<file path="src/rtl/alu_sweep_driver.sv">
// Drives a combinational ALU through every arith code (0..7) or shift code (0..3) for one
// latched operand set, and presents each captured result on a valid/ready stream.
module alu_sweep_driver #(
  parameter int unsigned WIDTH  = 8,
  parameter int unsigned SETTLE = 1
) (
  input  logic             clk,
  input  logic             rst_n,
  input  logic             start,
  input  logic             abort,
  input  logic             mode,
  input  logic [WIDTH-1:0] a_in,
  input  logic [WIDTH-1:0] b_in,
  input  logic             cin_in,
  output logic [WIDTH-1:0] alu_a,
  output logic [WIDTH-1:0] alu_b,
  output logic             alu_cin,
  output logic             alu_is_shift,
  output logic [1:0]       alu_scode,
  output logic [2:0]       alu_acode,
  input  logic [WIDTH-1:0] alu_r,
  input  logic             alu_zero,
  input  logic             alu_cout,
  output logic             out_valid,
  input  logic             out_ready,
  output logic [2:0]       res_code,
  output logic [WIDTH-1:0] res_r,
  output logic             res_zero,
  output logic             res_cout,
  output logic             busy,
  output logic             done,
  output logic [3:0]       zero_count
);

  localparam int unsigned CNT_W = (SETTLE > 1) ? $clog2(SETTLE) : 1;
  localparam logic [CNT_W-1:0] CNT_LAST = CNT_W'(SETTLE - 1);

  localparam logic [1:0] IDLE    = 2'd0;
  localparam logic [1:0] DRIVE   = 2'd1;
  localparam logic [1:0] PRESENT = 2'd2;
  localparam logic [1:0] DONE    = 2'd3;

  logic [1:0]       state_q, state_d;
  logic [CNT_W-1:0] cnt_q, cnt_d;
  logic [2:0]       code_q, code_d;
  logic [WIDTH-1:0] alu_a_q, alu_a_d;
  logic [WIDTH-1:0] alu_b_q, alu_b_d;
  logic             alu_cin_q, alu_cin_d;
  logic             alu_is_shift_q, alu_is_shift_d;
  logic [1:0]       alu_scode_q, alu_scode_d;
  logic [2:0]       alu_acode_q, alu_acode_d;
  logic             out_valid_q, out_valid_d;
  logic [2:0]       res_code_q, res_code_d;
  logic [WIDTH-1:0] res_r_q, res_r_d;
  logic             res_zero_q, res_zero_d;
  logic             res_cout_q, res_cout_d;
  logic             busy_q, busy_d;
  logic             done_q, done_d;
  logic [3:0]       zero_count_q, zero_count_d;
  logic [2:0]       code_last;
  logic [2:0]       code_nxt;

  // Next-state and register update logic; the alu_* registers double as the operand latch.
  always_comb begin
    state_d        = state_q;
    cnt_d          = cnt_q;
    code_d         = code_q;
    alu_a_d        = alu_a_q;
    alu_b_d        = alu_b_q;
    alu_cin_d      = alu_cin_q;
    alu_is_shift_d = alu_is_shift_q;
    alu_scode_d    = alu_scode_q;
    alu_acode_d    = alu_acode_q;
    res_code_d     = res_code_q;
    res_r_d        = res_r_q;
    res_zero_d     = res_zero_q;
    res_cout_d     = res_cout_q;
    zero_count_d   = zero_count_q;
    code_last      = alu_is_shift_q ? 3'd3 : 3'd7;
    code_nxt       = code_q + 3'd1;

    case (state_q)
      IDLE: begin
        if (start && !abort) begin
          state_d        = DRIVE;
          alu_a_d        = a_in;
          alu_b_d        = b_in;
          alu_cin_d      = cin_in;
          alu_is_shift_d = mode;
          alu_scode_d    = 2'd0;
          alu_acode_d    = 3'd0;
          code_d         = 3'd0;
          cnt_d          = '0;
          zero_count_d   = 4'd0;
        end
      end
      DRIVE: begin
        if (abort) begin
          state_d = IDLE;
        end else if (cnt_q == CNT_LAST) begin
          state_d      = PRESENT;
          res_code_d   = code_q;
          res_r_d      = alu_r;
          res_zero_d   = alu_zero;
          res_cout_d   = alu_cout;
          zero_count_d = zero_count_q + 4'(alu_zero);
        end else begin
          cnt_d = cnt_q + CNT_W'(1);
        end
      end
      PRESENT: begin
        if (abort) begin
          state_d = IDLE;
        end else if (out_ready) begin
          if (code_q == code_last) begin
            state_d = DONE;
          end else begin
            state_d     = DRIVE;
            code_d      = code_nxt;
            cnt_d       = '0;
            alu_acode_d = alu_is_shift_q ? 3'd0 : code_nxt;
            alu_scode_d = alu_is_shift_q ? code_nxt[1:0] : 2'd0;
          end
        end
      end
      DONE: begin
        state_d = IDLE;
      end
      default: begin
        state_d = IDLE;
      end
    endcase

    busy_d      = (state_d != IDLE);
    out_valid_d = (state_d == PRESENT);
    done_d      = (state_d == DONE);
  end

  always_ff @(posedge clk or negedge rst_n) begin
    if (!rst_n) begin
      state_q        <= IDLE;
      cnt_q          <= '0;
      code_q         <= 3'd0;
      alu_a_q        <= '0;
      alu_b_q        <= '0;
      alu_cin_q      <= 1'b0;
      alu_is_shift_q <= 1'b0;
      alu_scode_q    <= 2'd0;
      alu_acode_q    <= 3'd0;
      out_valid_q    <= 1'b0;
      res_code_q     <= 3'd0;
      res_r_q        <= '0;
      res_zero_q     <= 1'b0;
      res_cout_q     <= 1'b0;
      busy_q         <= 1'b0;
      done_q         <= 1'b0;
      zero_count_q   <= 4'd0;
    end else begin
      state_q        <= state_d;
      cnt_q          <= cnt_d;
      code_q         <= code_d;
      alu_a_q        <= alu_a_d;
      alu_b_q        <= alu_b_d;
      alu_cin_q      <= alu_cin_d;
      alu_is_shift_q <= alu_is_shift_d;
      alu_scode_q    <= alu_scode_d;
      alu_acode_q    <= alu_acode_d;
      out_valid_q    <= out_valid_d;
      res_code_q     <= res_code_d;
      res_r_q        <= res_r_d;
      res_zero_q     <= res_zero_d;
      res_cout_q     <= res_cout_d;
      busy_q         <= busy_d;
      done_q         <= done_d;
      zero_count_q   <= zero_count_d;
    end
  end

  assign alu_a        = alu_a_q;
  assign alu_b        = alu_b_q;
  assign alu_cin      = alu_cin_q;
  assign alu_is_shift = alu_is_shift_q;
  assign alu_scode    = alu_scode_q;
  assign alu_acode    = alu_acode_q;
  assign out_valid    = out_valid_q;
  assign res_code     = res_code_q;
  assign res_r        = res_r_q;
  assign res_zero     = res_zero_q;
  assign res_cout     = res_cout_q;
  assign busy         = busy_q;
  assign done         = done_q;
  assign zero_count   = zero_count_q;

endmodule

</file>
<file path="config.mk">
export PLATFORM = sky130hd
export DESIGN_NAME = alu_sweep_driver
export DESIGN_NICKNAME = d
export VERILOG_FILES = /design/src/rtl/alu_sweep_driver.sv
export SDC_FILE = /design/constraint.sdc
export NUM_CORES = 1
export LEC_CHECK = 0
export CAP_MARGIN = 0
export CORE_ASPECT_RATIO = 0.7
export CORE_MARGIN = 1
export CORE_UTILIZATION = 47
export DETAILED_ROUTE_END_ITERATION = 12
export GPL_ROUTABILITY_DRIVEN = 0
export PLACE_DENSITY = 0.92
export RECOVER_POWER = 50
export SYNTH_ARGS = -nofsm -noshare
export SYNTH_HDL_FRONTEND = slang
export SYNTH_SLANG_ARGS = --single-unit
</file>
<file path="constraint.sdc">
create_clock -name clk -period 3.5 [get_ports clk]
set_clock_uncertainty 0.15 [all_clocks]
set_input_delay 0.7 -clock clk [delete_from_list [all_inputs] [get_ports clk]]
set_output_delay 0.7 -clock clk [all_outputs]
set_load 0.01 [all_outputs]
</file>
==> results.yml <==
route:
  route.detailed.drc: 0
  detailroute.via_count: 1375
  dr.first_iter.drc_count: 85
  detail_route.wl_per_cell_um: 15.8
  drt_pre_antenna_iters: 4
  postRouteWirelength_mm: 4.25
  drtAntennaViolNets: 0
  route.detailed.vias_per_inst: 5.13
floorplanning:
  fp.coreArea_um2: 4020
  y_dimension_of_the_die_um: 56.7
  design.die.area_um2: 4550
  initial_utilization: 0.500
  boundaryPins: 76
  die-width_um: 80.2
  floorplan.rows: 19
logic_synthesis:
  synth_top_area_share: 0.597
  synth-edff-count: 0
  yosys.cell_count.top_type: "sky130_fd_sc_hd__dfrtp_1"
  synth_top_cell_by_area: "sky130_fd_sc_hd__dfrtp_1"
  syn-cell-area_um2: 2010
  synthCells: 138
  yosys-top-cells-area: "sky130_fd_sc_hd__dfrtp_1 (60%), sky130_fd_sc_hd__mux2_2 (21%), sky130_fd_sc_hd__ha_1 (1.9%)"
  synthesis.area_per_instance_um2: 14.6
  synth-async-reset-ratio: 1.00
  synth-seq-area-share: 0.597
  synthTopCellsByCount: "sky130_fd_sc_hd__dfrtp_1 (48), sky130_fd_sc_hd__mux2_2 (37), sky130_fd_sc_hd__nor2_1 (6)"
  number_of_synthesized_register_bits: 48
  synthesis.nets: 174
  synthesis.yosys.warnings: 0
  synth_top_flop_cell: "sky130_fd_sc_hd__dfrtp_1"
  synth_cell_types: 32
setup_path:
  launching_point_of_the_worst_reg2reg_path: "state_q[1]"
  critPathLaunchType: "primary input"
  worstSetupStartpoint: "abort"
  path_max_fanout: 17
  reg2reg_setup_slack_ns: 1.40
  crit_required_ns: 3.55
  ff_to_ff_end: "code_q[0]"
  timing.critical_path.arrival_ns: 2.61
  worstSetupEndpointType: "flip-flop"
  setup.worst_path.end: "zero_count[2]"
  worst-r2r-cell-count: 3
  critical_path_class: "primary input to flip-flop"
run:
  max_cap_violations: 0
pwr:
  switching_share: 0.263
  power.sequential.fraction: 0.493
  power_report.internal_total_mw: 1.03
  total_switching_power_mw: 0.367
  power_density_over_the_cells_nw_per_um2: 485
  leakagePower_nw: 1.25
  vdd_drop_max_v: 0.000357
  finalPower_mw: 1.40
  clock_power_share: 0.242
  portion_of_total_power_attributed_to_combinational_logic: 0.265
global_routing:
  grt_start_max_net_pins: 49
  track_usage: 0.213
  antenna_violations_before_repair: 0
  grt_pass1_wl_mm: 7.04
  grt_remaining_overflow: 0
  first_global_vias: 1436
timing:
  finalCriticalPeriod_ns: 2.56
  slew_margin_rel: 0.320
  worst-slew-pin-transition_ns: 1.02
  fin_hold_ws_ns: 0.327
  timing.setup.tns_ns: 0
  hold_viol: 0
  achievable-frequency_mhz: 391
  period_share: 0.732
  maxSlewViolCount: 0
  final-setup-viol-count: 0
  grt_setup_unrepaired: "no"
clocking:
  root_buf_cell: "sky130_fd_sc_hd__clkbuf_8"
  max-clock-path-buffers: 2
  cts_resized: 0
  clk_transition_reported_paths_ns: 0.08
  post_cts_buffers: 0
  cts_made_buffers: 5
  cts.htree.levels: 2
  cts-hold-fix-buffers: 0
  clk-insertion-delay-late_ns: 0.30
  clock-sinks: 48
  cts_tree: "yes"
final_layout:
  final_net_count: 251
  antenna_cells_inserted: 0
  final_layout_size_suffix_gt1_frac: 0.227
  area.growth.synth_to_final_pct: 43.4
worst_hold_path:
  holdCritStartpoint: "zero_count[3]"
  worst_hold_path_type: "flip-flop to flip-flop"
placed_design:
  hpwlAfterDp_mm: 3.05
  port_buffers: 75
outcome:
  status: "completed"
worst max-delay path, stage by stage:
cell and delay (ns):
sky130_fd_sc_hd__dlygate4sd3_1 0.69, sky130_fd_sc_hd__nor3b_4 0.75, sky130_fd_sc_hd__nor2_1 0.19, sky130_fd_sc_hd__a22o_1 0.27
cells in the final DEF (no fill, tap or decap), drive strengths merged, types with 3 or more instances in the layout:
cell,instances
ha,3
clkbuf,8
nor2,6
a22o,3
dlygate4sd3,16
nand2,3
clkdlybuf4s50,58
inv,3
mux2,37
dfrtp,48
nor3,5
worst min path at each step:
stage                    endpoint  slack (ns)  depth (start not counted)
floorplan                alu_a[0]        0.25                          0
global placement    zero_count[3]        0.31                          1
detailed placement  zero_count[3]        0.32                          1
CTS                 zero_count[3]        0.33                          1
global route             res_r[1]        0.37                          1
finish              zero_count[3]        0.33                          1
cell type report:
cell class	instances	area, um2
multi-input combinational	81	763
sequential	48	1200
inverter	3	11.3
tap	52	65.1
timing repair buffer	76	753
clock buffer	8	90.1
fill	278	1130
per-stage QoR:
stage	area, um2	utilization	std cells	setup WS, ns
6_report	2880	0.718	268	0.940
3_5_place_dp	2790	0.695	260	0.699
5_1_grt	2880	0.718	268	0.828
2_1_floorplan	2010	-	138	1.39
4_1_cts	2880	0.718	268	1.02
3_3_place_gp	2790	0.695	260	0.782
per-layer routing:
metal  part of all wire  global-route usage
met2               0.46               0.332
met3              0.065              0.0667
met5                  0                   0
met4              0.016              0.0842
met1               0.46               0.278
kinds of logic after synthesis:
family,after synthesis,synth area share
AOI/OAI and AO/OA,13,0.0554
xor gates and xnor gates,2,0.00871
adders and majority gates,3,0.0187
buffers and inverters,9,0.0274
DFF,48,0.597
muxes,39,0.217
and+or+nand+nor,24,0.0753
power by group through the flow:
stage                     combinational, mW  clock [mW]  sequential (mW)
after global placement                0.378           0            0.696
after global routing                  0.397       0.364            0.701
after CTS                             0.387       0.345            0.692
after detailed placement              0.385           0            0.701
after floorplan                       0.113           0            0.733
final                                 0.371       0.338            0.689
sequential cells by signal (all words and copies together) (netlist names), 3 cells and up:
signal	flops
alu_a	8
alu_b	8
res_r	8
zero_count	4
alu_acode	3
code_q	3
res_code	3
Power figures use the tool's default switching activity.
